==> src/rtl/spi_ctrl_pkg.sv <==
// Shared types and constants for the SPI register controller: FSM states,
// command-byte field layout, status-byte layout and the PWM register map.
package spi_ctrl_pkg;

  typedef enum logic [1:0] {
    ST_CMD     = 2'd0,
    ST_WDATA   = 2'd1,
    ST_RDATA   = 2'd2,
    ST_DISCARD = 2'd3
  } state_t;

  localparam int CMD_RW_BIT   = 7;
  localparam int CMD_ADDR_W   = 7;
  localparam int STAT_ERR_BIT = 7;

  localparam logic [CMD_ADDR_W-1:0] REG_DUTY   = 7'd0;
  localparam logic [CMD_ADDR_W-1:0] REG_PERIOD = 7'd1;
  localparam logic [CMD_ADDR_W-1:0] REG_CTRL   = 7'd2;

  function automatic logic [7:0] status_byte(input logic err);
    logic [7:0] b;
    b = 8'h00;
    b[STAT_ERR_BIT] = err;
    return b;
  endfunction

endpackage

==> src/rtl/spi_reg_bank.sv <==
// NUM_REGS x 8 register file: one synchronous write port, one combinational
// read port (out-of-range reads return 0x00), async reset to RST_VAL.
module spi_reg_bank
  import spi_ctrl_pkg::*;
#(
  parameter int         NUM_REGS = 8,
  parameter logic [7:0] RST_VAL  = 8'h00
) (
  input  logic                    SCLK,
  input  logic                    rst,
  input  logic                    we,
  input  logic [CMD_ADDR_W-1:0]   waddr,
  input  logic [7:0]              wdata,
  input  logic [CMD_ADDR_W-1:0]   raddr,
  output logic [7:0]              rdata,
  output logic [8*NUM_REGS-1:0]   regs_flat
);

  logic [7:0] mem_q [NUM_REGS];
  logic [7:0] mem_d [NUM_REGS];

  always_comb begin
    for (int i = 0; i < NUM_REGS; i++) begin
      mem_d[i] = mem_q[i];
      if (we && (waddr == CMD_ADDR_W'(i))) begin
        mem_d[i] = wdata;
      end
    end
  end

  always_ff @(posedge SCLK or posedge rst) begin
    if (rst) begin
      for (int i = 0; i < NUM_REGS; i++) begin
        mem_q[i] <= RST_VAL;
      end
    end else begin
      for (int i = 0; i < NUM_REGS; i++) begin
        mem_q[i] <= mem_d[i];
      end
    end
  end

  always_comb begin
    rdata = 8'h00;
    for (int i = 0; i < NUM_REGS; i++) begin
      if (raddr == CMD_ADDR_W'(i)) begin
        rdata = mem_q[i];
      end
    end
  end

  for (genvar g = 0; g < NUM_REGS; g++) begin : g_flat
    assign regs_flat[8*g +: 8] = mem_q[g];
  end

endmodule

==> src/rtl/spi_reg_ctrl.sv <==
// SPI command/register controller: parses {R/W, addr} + data frames into the
// PWM register bank and sources MISO bytes. SPI_REG_CTRL_AUTOINC_EN enables bursts.
module spi_reg_ctrl
  import spi_ctrl_pkg::*;
#(
  parameter int         NUM_REGS = 8,
  parameter logic [7:0] RST_VAL  = 8'h00
) (
  input  logic                    SCLK,
  input  logic                    rst,
  input  logic                    ss,
  input  logic                    rx_valid,
  input  logic [7:0]              rx_byte,
  output logic [7:0]              tx_byte,
  output logic [8*NUM_REGS-1:0]   regs_q,
  output logic                    wr_strobe,
  output logic [CMD_ADDR_W-1:0]   wr_addr,
  output logic                    err_addr
);

  localparam logic [7:0] NREGS8 = 8'(NUM_REGS);

  state_t                  state_q, state_d;
  logic [CMD_ADDR_W-1:0]   ptr_q, ptr_d;
  logic [7:0]              tx_q, tx_d;
  logic                    wr_strobe_q, wr_strobe_d;
  logic [CMD_ADDR_W-1:0]   wr_addr_q, wr_addr_d;
  logic                    err_q, err_d;

  logic                    abort;
  logic                    rx_hit;
  logic [CMD_ADDR_W-1:0]   cmd_addr;
  logic                    cmd_rd;
  logic                    addr_ok;
  logic [CMD_ADDR_W-1:0]   ptr_inc;
  logic                    we;
  logic [CMD_ADDR_W-1:0]   rd_addr;
  logic [7:0]              rd_data;

  assign abort    = rst | ss;
  assign rx_hit   = rx_valid & ~ss;
  assign cmd_addr = rx_byte[CMD_ADDR_W-1:0];
  assign cmd_rd   = rx_byte[CMD_RW_BIT];
  assign addr_ok  = ({1'b0, cmd_addr} < NREGS8);
  assign ptr_inc  = ptr_q + 7'd1;

`ifdef SPI_REG_CTRL_AUTOINC_EN
  localparam logic [CMD_ADDR_W-1:0] LAST_PTR = CMD_ADDR_W'(NUM_REGS - 1);
  logic at_last;
  assign at_last = (ptr_q == LAST_PTR);
`endif

  always_comb begin
    state_d     = state_q;
    ptr_d       = ptr_q;
    tx_d        = tx_q;
    wr_strobe_d = 1'b0;
    wr_addr_d   = wr_addr_q;
    err_d       = err_q;
    we          = 1'b0;
    rd_addr     = (state_q == ST_CMD) ? cmd_addr : ptr_inc;

    case (state_q)
      ST_CMD: begin
        if (rx_hit) begin
          if (!addr_ok) begin
            err_d   = 1'b1;
            tx_d    = 8'h00;
            state_d = ST_DISCARD;
          end else if (cmd_rd) begin
            ptr_d   = cmd_addr;
            tx_d    = rd_data;
            state_d = ST_RDATA;
          end else begin
            ptr_d   = cmd_addr;
            tx_d    = 8'h00;
            state_d = ST_WDATA;
          end
        end
      end
      ST_WDATA: begin
        if (rx_hit) begin
          we          = 1'b1;
          wr_strobe_d = 1'b1;
          wr_addr_d   = ptr_q;
`ifdef SPI_REG_CTRL_AUTOINC_EN
          if (at_last) state_d = ST_DISCARD;
          else         ptr_d   = ptr_inc;
`else
          state_d = ST_DISCARD;
`endif
        end
      end
      ST_RDATA: begin
        if (rx_hit) begin
`ifdef SPI_REG_CTRL_AUTOINC_EN
          if (at_last) begin
            state_d = ST_DISCARD;
            tx_d    = 8'h00;
          end else begin
            ptr_d = ptr_inc;
            tx_d  = rd_data;
          end
`else
          state_d = ST_DISCARD;
          tx_d    = 8'h00;
`endif
        end
      end
      default: begin
        tx_d = 8'h00;
      end
    endcase
  end

  // Frame state is cleared by either reset or slave deselect.
  always_ff @(posedge SCLK or posedge abort) begin
    if (abort) begin
      state_q <= ST_CMD;
      ptr_q   <= '0;
    end else begin
      state_q <= state_d;
      ptr_q   <= ptr_d;
    end
  end

  always_ff @(posedge SCLK or posedge rst) begin
    if (rst) begin
      tx_q        <= 8'h00;
      wr_strobe_q <= 1'b0;
      wr_addr_q   <= '0;
      err_q       <= 1'b0;
    end else begin
      tx_q        <= tx_d;
      wr_strobe_q <= wr_strobe_d;
      wr_addr_q   <= wr_addr_d;
      err_q       <= err_d;
    end
  end

  spi_reg_bank #(
    .NUM_REGS (NUM_REGS),
    .RST_VAL  (RST_VAL)
  ) u_bank (
    .SCLK      (SCLK),
    .rst       (rst),
    .we        (we),
    .waddr     (ptr_q),
    .wdata     (rx_byte),
    .raddr     (rd_addr),
    .rdata     (rd_data),
    .regs_flat (regs_q)
  );

  // Idle slot always shows status so a deselect updates MISO without a clock.
  assign tx_byte   = (state_q == ST_CMD) ? status_byte(err_q) : tx_q;
  assign wr_strobe = wr_strobe_q;
  assign wr_addr   = wr_addr_q;
  assign err_addr  = err_q;

endmodule

==> config.mk <==
export PLATFORM = sky130hd
export DESIGN_NAME = spi_reg_ctrl
export DESIGN_NICKNAME = d
export VERILOG_FILES = /design/src/rtl/spi_ctrl_pkg.sv /design/src/rtl/spi_reg_bank.sv /design/src/rtl/spi_reg_ctrl.sv
export SDC_FILE = /design/constraint.sdc
export NUM_CORES = 1
export LEC_CHECK = 0
export ABC_AREA = 1
export CAP_MARGIN = 20
export CORE_MARGIN = 5
export CORE_UTILIZATION = 50
export DETAILED_ROUTE_END_ITERATION = 6
export PLACE_DENSITY = 0.77
export SLEW_MARGIN = 25
export SYNTH_ARGS = -nofsm -noshare
export SYNTH_HDL_FRONTEND = slang
export SYNTH_HIERARCHICAL = 1
export SYNTH_SLANG_ARGS = --single-unit
==> constraint.sdc <==
create_clock -name SCLK -period 3.2 [get_ports SCLK]
set_input_delay 0.64 -clock SCLK [delete_from_list [all_inputs] [get_ports SCLK]]
set_output_delay 0.64 -clock SCLK [all_outputs]
set_load 0.02 [all_outputs]
==> impl_metrics.json <==
{
  "yosysTopAreaCellShare_pct": 50.2,
  "final_hold_viol_count": 0,
  "drive_above_1_share_pct": 9.30,
  "clockBufferDepth": 2,
  "leakagePower_nw": 2.69,
  "min_period_ns": 2.97,
  "avgSynthCellArea_um2": 8.07,
  "grt_pass1_wl_um": 21000,
  "wirelength_um": 12900,
  "dieWidth_um": 105,
  "cts_tree": "done",
  "path_clk_slew_ns": 0.09,
  "skew_ns": 0.00878,
  "worstSetupPathType": "register to primary output",
  "cp-end-kind": "primary output",
  "gp_congestion": 0.915,
  "track_usage_pct": 23.9,
  "rrSetupSlack_ns": 0.25,
  "arrival_ns": 2.33,
  "cts_buffers": 9,
  "rsz0062_at_grt": "no",
  "crit_slowest_cell": "clkdlybuf4s50_1",
  "vias_per_cell": 5.51,
  "powerDensity_nw_per_um2": 603,
  "r2r_start": "state_q[0]",
  "final_common_cell": "nand2_1",
  "status": "finished clean",
  "synthToLayoutAreaGrowth_pct": 27.3,
  "grt_pass1_vias": 4109,
  "grt_max_degree": 27,
  "final_cell_mix": "nand2_1 (166), clkdlybuf4s50_1 (92), dfrtp_1 (90)",
  "crit_path_max_incr_delay_ns": 0.62,
  "antenna_found_initial": 0,
  "ys_ff_latch": 90,
  "whs_path_depth": 2,
  "diodes": 0,
  "antenna_left": 0,
  "root_buffer": "clkbuf_8",
  "vias": 4213,
  "rows": 34,
  "postCtsSetupRepairBufs": 0,
  "hpwl_um": 9440,
  "die_area_um2": 11000,
  "port_buffers": 92,
  "dr.pass1.iters": 6,
  "finalMaxSlewViolations": 0,
  "worstPathMaxFanout": 15,
  "hold_end": "wr_addr[4]",
  "postCtsHoldBufs": 0,
  "coreArea_um2": 8720,
  "nNetsFinal": 667,
  "ys_seq_area_share_pct": 50.2,
  "ios": 93,
  "ir_worst_vdd_uv": 329,
  "post-route-period-util_pct": 92.8,
  "timing.setup.tns_ns": 0,
  "reg2reg_depth": 17,
  "tightest_slew_ns": 0.746,
  "die_h_um": 105,
  "synth_nets": 572,
  "clock_sink_count": 90,
  "crit_required_ns": 2.56,
  "cts-htree-levels": 3,
  "critPathLaunchType": "register",
  "synth.top_cells.by_area": "dfrtp_1 (50%), nand2_1 (14%), nand3_1 (5.6%)",
  "cts_resized": 0,
  "wl_per_cell_um": 16.8,
  "yosysWarnings": 6,
  "drcViolationCount": 0,
  "r2r-end": "tx_q[5]",
  "critPathBufInv": 3,
  "hp-class": "register to register",
  "crit_family": "buffers and inverters",
  "power.total_mw": 3.44,
  "clock.fmax_mhz": 337,
  "initialDrtViolationCount": 316,
  "clk_latency_ns": 0.35,
  "ys_types": 29,
  "relSlewSlack_pct": 50.1,
  "finalSetupViolCount": 0,
  "crit_chain": "inv_1 > ha_1 > buf_4 > nor2_1 > clkdlybuf4s50_1",
  "start_util_pct": 51.5,
  "synth_top_area_cell": "dfrtp_1",
  "cap_violations": 0,
  "postSynthCellCount": 556,
  "synth_area_um2": 4490,
  "grt-ovfl-total": 0,
  "min_from": "wr_addr[4]",
  "fill_cells": 734
}
==> worst max path at each step <==
stage                     cells past startpoint  startpoint  slack [ns]          to
after detailed placement                     15  rx_byte[0]        0.30     tx_q[3]
after CTS                                     5  state_q[0]        0.22  tx_byte[1]
after global placement                       15  rx_byte[0]        0.30     tx_q[3]
after global routing                         17  state_q[0]        0.03     tx_q[5]
after floorplan                              18  state_q[0]        0.76     tx_q[4]
final                                         5  state_q[0]        0.23  tx_byte[1]
==> power by group <==
part	switching, mW	total [mW]	internal, mW
registers	0.0839	1.31	1.22
logic	0.850	1.27	0.416
clock network	0.423	0.869	0.446
==> stage by stage <==
stage,util [%],hold WS [ns],instances,worst slack [ns],instance area (um^2)
6_report,65.5,0.485,764,0.231,5710
5_1_grt,65.5,0.509,764,0.0335,5710
3_5_place_dp,63.0,0.466,748,0.305,5490
4_1_cts,65.5,0.490,764,0.219,5710
2_1_floorplan,-,0.449,556,0.761,4490
3_3_place_gp,63.0,0.462,748,0.305,5490
==> synth_stat cells, drive strengths merged <==
master  count
buf        14
inv        55
clkbuf      2
a21oi       3
or3         1
dfrtp      90
or2         1
nand3b      1
nand2     174
o21ai      87
nor2       55
o21bai      8
nand3      50
nand4       6
ha          4
nor3b       1
o211ai      3
a21o        1
==> cell type report <==
| cell class | count | area [um^2] | area share (%) |
|---|---|---|---|
| sequential | 90 | 2250 | 39.4 |
| multi-input combinational | 395 | 1910 | 33.5 |
| timing repair buffer | 100 | 981 | 17.2 |
| inverter | 55 | 209 | 3.66 |
| tap | 108 | 135 | 2.37 |
| clock buffer | 9 | 124 | 2.17 |
| clock inverter | 7 | 98.8 | 1.73 |
==> metal layers <==
metal / wire (um) / up-vias / share of wire (%) / global-route usage (%)
met5: 0 / - / 0 / 0
met4: 361 / 0 / 2.8 / 9.13
met3: 984 / 28 / 7.7 / 5.30
met2: 6130 / 198 / 48 / 38.4
met1: 5380 / 2006 / 42 / 31.7
li1: - / 1981 / - / -
==> worst min-delay path, cell delays in order (launching register included) <==
cell and delay, ns:
dfrtp_1 0.35, nand2_1 0.06, o21ai_2 0.04
==> state kept, by name, summed over array words and instances, names as in the netlist <==
register,count
err_addr,1
ptr_q,7
state_q,2
tx_q,8
u_bank/regs_flat,64
wr_addr,7
wr_strobe,1
==> kinds of logic (layout without fill, tap and decap cells) <==
group | after synthesis | after routing | synth area share (%)
flip-flops | 90 | 90 | 50.2
buffers and inverters | 71 | 171 | 7.22
adder cells (fa/ha/maj) | 4 | 4 | 1.11
AND/OR/NAND/NOR | 289 | 289 | 28.0
AO/OA/AOI/OAI | 102 | 102 | 13.5
No activity file was read; power rests on OpenSTA's default activity.
